`src/rtl/dcf77_time_counter.sv`:
```
// BCD hh:mm:ss time-of-day keeper advanced by a 1 Hz tick and realigned by decoded DCF77 frames.
// Optional alarm comparator enabled with `define DCF77_ALARM_EN.
module dcf77_time_counter #(
  parameter int unsigned SYNC_TIMEOUT_MIN = 60
) (
  input  logic       clk10,
  input  logic       reset,
  input  logic       tick,
  input  logic       load_valid,
  input  logic [6:0] load_min,
  input  logic [5:0] load_hour,
`ifdef DCF77_ALARM_EN
  input  logic       alarm_en,
  input  logic [6:0] alarm_min,
  input  logic [5:0] alarm_hour,
  output logic       alarm,
`endif
  output logic [6:0] sec,
  output logic [6:0] min,
  output logic [5:0] hour,
  output logic       min_tick,
  output logic       synced,
  output logic       load_err
);

  localparam logic [7:0] TIMEOUT = 8'(SYNC_TIMEOUT_MIN);

  logic [7:0] timeout_cnt, timeout_cnt_d;
  logic [6:0] sec_d, min_d;
  logic [5:0] hour_d;
  logic       synced_d;
  logic       load_ok, accept, reject, advance, wrap;

  // 00..59 BCD counter step; callers only hold values that passed load validation.
  function automatic logic [6:0] inc_bcd60(input logic [6:0] v);
    if (v == 7'h59)          return 7'h00;
    else if (v[3:0] == 4'd9) return {v[6:4] + 3'd1, 4'd0};
    else                     return {v[6:4], v[3:0] + 4'd1};
  endfunction

  function automatic logic [5:0] inc_bcd24(input logic [5:0] v);
    if (v == 6'h23)          return 6'h00;
    else if (v[3:0] == 4'd9) return {v[5:4] + 2'd1, 4'd0};
    else                     return {v[5:4], v[3:0] + 4'd1};
  endfunction

  assign load_ok = (load_min[3:0]  <= 4'd9) && (load_min[6:4]  <= 3'd5) &&
                   (load_hour[3:0] <= 4'd9) && (load_hour[5:4] <= 2'd2) &&
                   !((load_hour[5:4] == 2'd2) && (load_hour[3:0] > 4'd3));

  // A valid load wins over a coincident tick; a rejected load lets the tick through.
  assign accept  = load_valid && load_ok;
  assign reject  = load_valid && !load_ok;
  assign advance = tick && !accept;
  assign wrap    = advance && (sec == 7'h59);

  always_comb begin
    // NOTE: every output of this block gets a default first so no path leaves it unassigned (no latch).
    sec_d         = sec;
    min_d         = min;
    hour_d        = hour;
    synced_d      = synced;
    timeout_cnt_d = timeout_cnt;
    if (accept) begin
      sec_d         = 7'h00;
      min_d         = load_min;
      hour_d        = load_hour;
      synced_d      = 1'b1;
      timeout_cnt_d = 8'd0;
    end else if (advance) begin
      sec_d = inc_bcd60(sec);
      if (wrap) begin
        min_d = inc_bcd60(min);
        if (min == 7'h59) hour_d = inc_bcd24(hour);
        // Counting stops once synced drops, so the counter holds at the limit.
        if (synced) begin
          timeout_cnt_d = timeout_cnt + 8'd1;
          if (timeout_cnt_d == TIMEOUT) synced_d = 1'b0;
        end
      end
    end
  end

  // NOTE: sequential state uses non-blocking assignments so all registers update from the same pre-edge values.
  always_ff @(posedge clk10) begin
    if (reset) begin
      sec         <= 7'h00;
      min         <= 7'h00;
      hour        <= 6'h00;
      min_tick    <= 1'b0;
      synced      <= 1'b0;
      load_err    <= 1'b0;
      timeout_cnt <= 8'd0;
    end else begin
      sec         <= sec_d;
      min         <= min_d;
      hour        <= hour_d;
      min_tick    <= wrap;
      synced      <= synced_d;
      load_err    <= reject;
      timeout_cnt <= timeout_cnt_d;
    end
  end

`ifdef DCF77_ALARM_EN
  // Compared against the post-wrap time so the pulse lines up with min_tick.
  always_ff @(posedge clk10) begin
    if (reset) alarm <= 1'b0;
    else       alarm <= wrap && alarm_en && (min_d == alarm_min) && (hour_d == alarm_hour);
  end
`endif

endmodule

```
`config.mk`:
```
export PLATFORM = sky130hd
export DESIGN_NAME = dcf77_time_counter
export DESIGN_NICKNAME = d
export VERILOG_FILES = /design/src/rtl/dcf77_time_counter.sv
export SDC_FILE = /design/constraint.sdc
export NUM_CORES = 1
export LEC_CHECK = 0
export ABC_AREA = 1
export CAP_MARGIN = 20
export CORE_ASPECT_RATIO = 1.2
export CORE_UTILIZATION = 45
export DETAILED_ROUTE_END_ITERATION = 6
export DONT_BUFFER_PORTS = 1
export PLACE_DENSITY_LB_ADDON = 0.12
export SYNTH_ARGS = -nofsm -noshare
export SYNTH_HDL_FRONTEND = slang
export SYNTH_SLANG_ARGS = --single-unit
```
`constraint.sdc`:
```
create_clock -name clk10 -period 1.6 [get_ports clk10]
set_input_delay 0.32 -clock clk10 [delete_from_list [all_inputs] [get_ports clk10]]
set_output_delay 0.32 -clock clk10 [all_outputs]
set_load 0.02 [all_outputs]
```
==> Word level (Yosys, flattened, before mapping) <==
Cells that the tools add are included.
{ "totals": {"reg_bits": 31, "inputBits": 17, "word_cells": 73} }
{ "op_classes": {"addsub": 7, "n_lt_le_gt_ge": 5, "n_eq_ne": 8, "mux": 18, "reduce_logical": 25} }
{ "ops": {"columns": ["cell", "n"], "rows": [
  ["$mux 7", 7],
  ["$mux 6", 6],
  ["$eq 7x7->1 const B", 2],
  ["$add 4x1->4 const B", 3],
  ["$eq 4x4->1 const B", 3],
  ["$logic_and 1x1->1", 9],
  ["$reduce_and 3->1", 3],
  ["$add 8x1->8 const B", 1],
  ["$eq 8x6->1 const B", 1],
  ["$le 4x4->1 const B", 2],
  ["$reduce_bool 2->1", 4],
  ["$add 3x1->3 const B", 2],
  ["$eq 6x6->1 const B", 1],
  ["$reduce_bool 3->1", 2],
  ["$mux 1", 5],
  ["$gt 4x2->1 const B", 1],
  ["$reduce_and 2->1", 2],
  ["$reduce_and 4->1", 1],
  ["$le 3x3->1 const B", 1],
  ["$logic_not 1->1", 3],
  ["$add 2x1->2 const B", 1],
  ["$eq 2x2->1 const B", 1],
  ["$le 2x2->1 const B", 1],
  ["$reduce_or 2->1", 1]
]} }

==> Logic depth before layout (Yosys ltp) <==
{ "depth": {"word_depth": 12, "mapped_depth": 11, "depth_no_buf": 11} }

==> Worst setup path before layout <==
No wires, ideal clock.
{ "synth_path": {"kind": "register to register", "start": "register min[0]", "end": "register hour[3]", "setup_ns": 0.116, "arrival_ns": 1.568, "t_required_ns": 1.484, "setup_slack_ns": -0.084, "path_stages_with_launch": 9, "n_path_buf": 0, "path_cell_list": "dfxtp_1 -> ha_1 -> nand2_2 -> nor2_4 -> nand2_1 -> o31ai_4 -> inv_1 -> nor2_1 -> nor2_1"} }
{ "synth_between": {"elab_chain_cells": 3} }
{ "synth_rtl": {"columns": ["element", "line_no", "rtl"], "rows": [
  ["start, declared", "19", "output logic [6:0] min,"],
  ["start signal, assigned", "96", "min <= min_d;"],
  ["$eq 7x7->1", "74", "if (min == 7'h59) hour_d = inc_bcd24(hour);"],
  ["$reduce_bool 2->1 (no source line)", null, null],
  ["$reduce_and 3->1 (no source line)", null, null],
  ["end signal, assigned", "97", "hour <= hour_d;"],
  ["end, declared", "20", "output logic [5:0] hour,"]
]} }
No other way between the ends.
A chain may end at the register's enable or synchronous reset.

==> Worst setup path after layout <==
{ "layout_path": {"start": "register sec[5]", "end": "register hour[4]"} }
{ "layout_between": {"elab_chain_cells": 4} }
{ "layout_rtl": {"columns": ["element", "line_no", "rtl"], "rows": [
  ["start, declared", "18", "output logic [6:0] sec,"],
  ["start signal, assigned", "87", "sec <= 7'h00;"],
  ["start signal, assigned", "95", "sec <= sec_d;"],
  ["$eq 7x7->1", "55", "assign wrap = advance && (sec == 7'h59);"],
  ["$logic_and 1x1->1", "55", null],
  ["$reduce_bool 2->1 (no source line)", null, null],
  ["$reduce_and 4->1 (no source line)", null, null]
]} }
No other way between the ends.

==> results.sh <==
export IMPL_outcome="finished, final reports clean"
export IMPL_drive_gt1_frac=0.202
export IMPL_cpPeakStageDelay_ns=0.39
export IMPL_worstPathMaxFanout=7
export IMPL_viasPerCell=4.89
export IMPL_slew_limit_headroom=0.767
export IMPL_cts_root_buf="clkbuf_8"
export IMPL_hold_depth=1
export IMPL_detailedPlace_worstSlack_ns=0.0280
export IMPL_wire_per_inst_um=11.6
export IMPL_syn_mean_instance_area_um2=6.50
export IMPL_min_period_ns=1.55
export IMPL_ys_ff_latch=31
export IMPL_grt_pass1_wl_mm=7.17
export IMPL_critPathBufInv=1
export IMPL_num_antenna_cells=0
export IMPL_place_hpwl_mm=3.43
export IMPL_peakVddDrop_uv=463
export IMPL_critical_path_top_delay_family="simple AND/OR/NAND/NOR gates"
export IMPL_r2r_start="sec[5]"
export IMPL_hold_end="min[0]"
export IMPL_tightest_slew_ns=0.350
export IMPL_maxSlewViolCount=0
export IMPL_max_freq_ghz=0.646
export IMPL_cp_required_ns=1.79
export IMPL_antenna_found_initial=0
export IMPL_track_usage=0.214
export IMPL_numCtsBuffers=5
export IMPL_grt_max_degree=16
export IMPL_final_core_util=0.598
export IMPL_synth_cells=298
export IMPL_crit_arrival_ns=1.74
export IMPL_ant_nets=0
export IMPL_row_count=25
export IMPL_p_leak_nw=1.19
export IMPL_rsz0062_at_grt="true"
export IMPL_crit_slowest_cell="o31ai_4"
export IMPL_drt_initial_drc_count=49
export IMPL_cp_end_kind="flip-flop"
export IMPL_tns_ns=0
export IMPL_clock_sinks=31
export IMPL_place_congestion=0.806
export IMPL_start_util=0.480
export IMPL_hold_path_class="primary input to flip-flop"
export IMPL_critPathKind="flip-flop to flip-flop"
export IMPL_reg2reg_slack_ns=0.05
export IMPL_routed_wirelength_mm=4.51
export IMPL_drv_cap=0
export IMPL_skew_ns=0.00805
export IMPL_io_pins=40
export IMPL_htree_levels=2
export IMPL_setup_violations=0
export IMPL_ys_seq_area_frac=0.321
export IMPL_synth_nets=323
export IMPL_die_w_um=61.9
export IMPL_num_fill_cells=408
export IMPL_grt_overflow_total=0
export IMPL_io_buffers=0
export IMPL_multi_input_area_um2=1150
export IMPL_crit_top_cell="nand2_2"
export IMPL_cts_tree="done"
export IMPL_final_period_utilization=0.968
export IMPL_synthesis_area_um2=1940
export IMPL_ff_latch_area_um2=624
export IMPL_fp_dieH_um=73.8
export IMPL_syn_to_final_growth_pct=24.7
export IMPL_path_cells="inv_2 -> ha_4 -> nand2_2 -> nand3b_4 -> o31ai_4 -> nand2_2 -> nor2_2 -> nor2_1"
export IMPL_synth_cell_types=27
export IMPL_vias=1909
export IMPL_firstDrtPassIters=4
export IMPL_power_density_nw_per_um2=745
export IMPL_clock_latency_ns=0.28
export IMPL_worst_setup_path_start_kind="flip-flop"
export IMPL_die_area_um2=4570
export IMPL_ys_warn_count=0
export IMPL_grt_pass1_vias=1775
export IMPL_ff2ff_path_depth=8
export IMPL_finalHoldViolCount=0
export IMPL_nNetsFinal=360
export IMPL_clk_path_buf_depth=2
export IMPL_r2r_end="hour[4]"
export IMPL_clk_pin_slew_ns=0.07
export IMPL_drc_errors=0
export IMPL_worst_slack_ns=0.0519
export IMPL_min_from="reset"
export IMPL_core_um2=4040
==> power by group <==
part / switching, mW / leakage (nW) / internal, mW / total (mW)
logic: 0.127 / 0.879 / 0.0709 / 0.198
clock network: 0.292 / 0.0612 / 0.503 / 0.795
registers: 0.0154 / 0.253 / 0.790 / 0.806
total: 0.434 / 1.19 / 1.36 / 1.80
==> cell usage after synthesis <==
master     n  area (um2)
nand2_1   78         293
inv_1     47         176
nor2_1    46         173
dfxtp_1   31         621
o21ai_0   16        80.1
a21oi_1   15        75.1
nand3_1   13        65.1
ha_1       8         100
xor2_1     8        70.1
o21ai_1    5        25.0
nand4_1    4        25.0
nor3_1     4        20.0
buf_2      3        15.0
nand2_2    3        18.8
inv_2      2        7.51
nand3b_1   2        15.0
nand4_4    2        42.5
nor2_2     2        12.5
a31oi_1    1        6.26
and2_1     1        6.26
buf_6      1        11.3
clkinv_2   1        5.00
nand3b_4   1        20.0
nor2_4     1        11.3
o211ai_1   1        7.51
o31ai_2    1        12.5
o31ai_4    1        21.3
==> routing by layer <==
layer	global-route usage	vias to the layer above	wire (um)
met5	0	-	0
met2	0.403	40	2450
met1	0.212	859	1720
met4	0.0815	0	72
li1	-	1004	-
met3	0.0651	6	268
==> worst max-delay path by stage <==
| stage | from | to | depth (start not counted) | slack (ns) |
|---|---|---|---|---|
| final | sec[5] | hour[4] | 8 | 0.05 |
| after global routing | sec[5] | hour[4] | 8 | -0.03 |
| after CTS | min[1] | hour[2] | 9 | 0.01 |
| after detailed placement | load_min[1] | hour[2] | 9 | 0.03 |
| after global placement | load_min[1] | hour[3] | 9 | 0.07 |
| after floorplan | min[1] | hour[3] | 9 | 0.02 |
==> flip-flops by register name (all words and copies together), names as in the netlist <==
signal	flops
sec	7
min_tick	1
min	7
synced	1
timeout_cnt	8
load_err	1
hour	6
==> logic make-up after synthesis <==
| group | after synthesis | synth area share |
|---|---|---|
| XOR/XNOR | 8 | 0.0362 |
| buffers and inverters | 54 | 0.111 |
| AO/OA/AOI/OAI | 40 | 0.118 |
| flip-flops | 31 | 0.321 |
| AND/OR/NAND/NOR | 157 | 0.363 |
| adder cells (fa/ha/maj) | 8 | 0.0517 |
==> placed cells by master (no fill, tap or decap) <==
master      n
nand3_1    13
nand3b_1    2
nor3_2      1
clkinv_2    2
nor2_2      4
nand4_4     2
inv_1      45
nor3_1      3
nand2_2     5
nor2_4      2
xor2_1      8
dfxtp_1    28
inv_2       4
bufinv_16   1
ha_1        7
nand3b_2    1
o21ai_0    14
nand4_1     4
clkbuf_8    6
o211ai_1    1
nand2_1    76
ha_4        1
o31ai_4     2
and2_1      1
nor2_1     43
buf_4      32
a31oi_1     1
nand3b_4    1
buf_12      1
dfxtp_2     3
a21oi_1    15
o21ai_1     7
==> per-stage QoR <==
step / hold slack, ns / cell area (um2) / total power [mW] / instances
after floorplan: 0.382 / 1940 / 0.952 / 298
after global placement: 0.391 / 2200 / 1.01 / 377
after detailed placement: 0.392 / 2200 / 1.01 / 377
after CTS: 0.0818 / 2310 / 1.82 / 385
after global routing: 0.0778 / 2410 / 1.88 / 390
final: 0.0903 / 2410 / 1.80 / 390
==> layout make-up <==
cell class / count / area share
clock buffers: 6 / 0.0342
clock inverters: 2 / 0.0145
inverters: 50 / 0.0783
multi-input cells: 214 / 0.478
flip-flops and latches: 31 / 0.259
well taps: 54 / 0.0280
repair buffers: 33 / 0.108
==> what timing repair did <==
| action | CTS | global route |
|---|---|---|
| resized for setup | 0 | 15 |
| hold buffers | 0 | 0 |
| setup buffers | 0 | 4 |
| endpoints found under the setup margin | 0 | 19 |
Power figures use the tool's default switching activity.
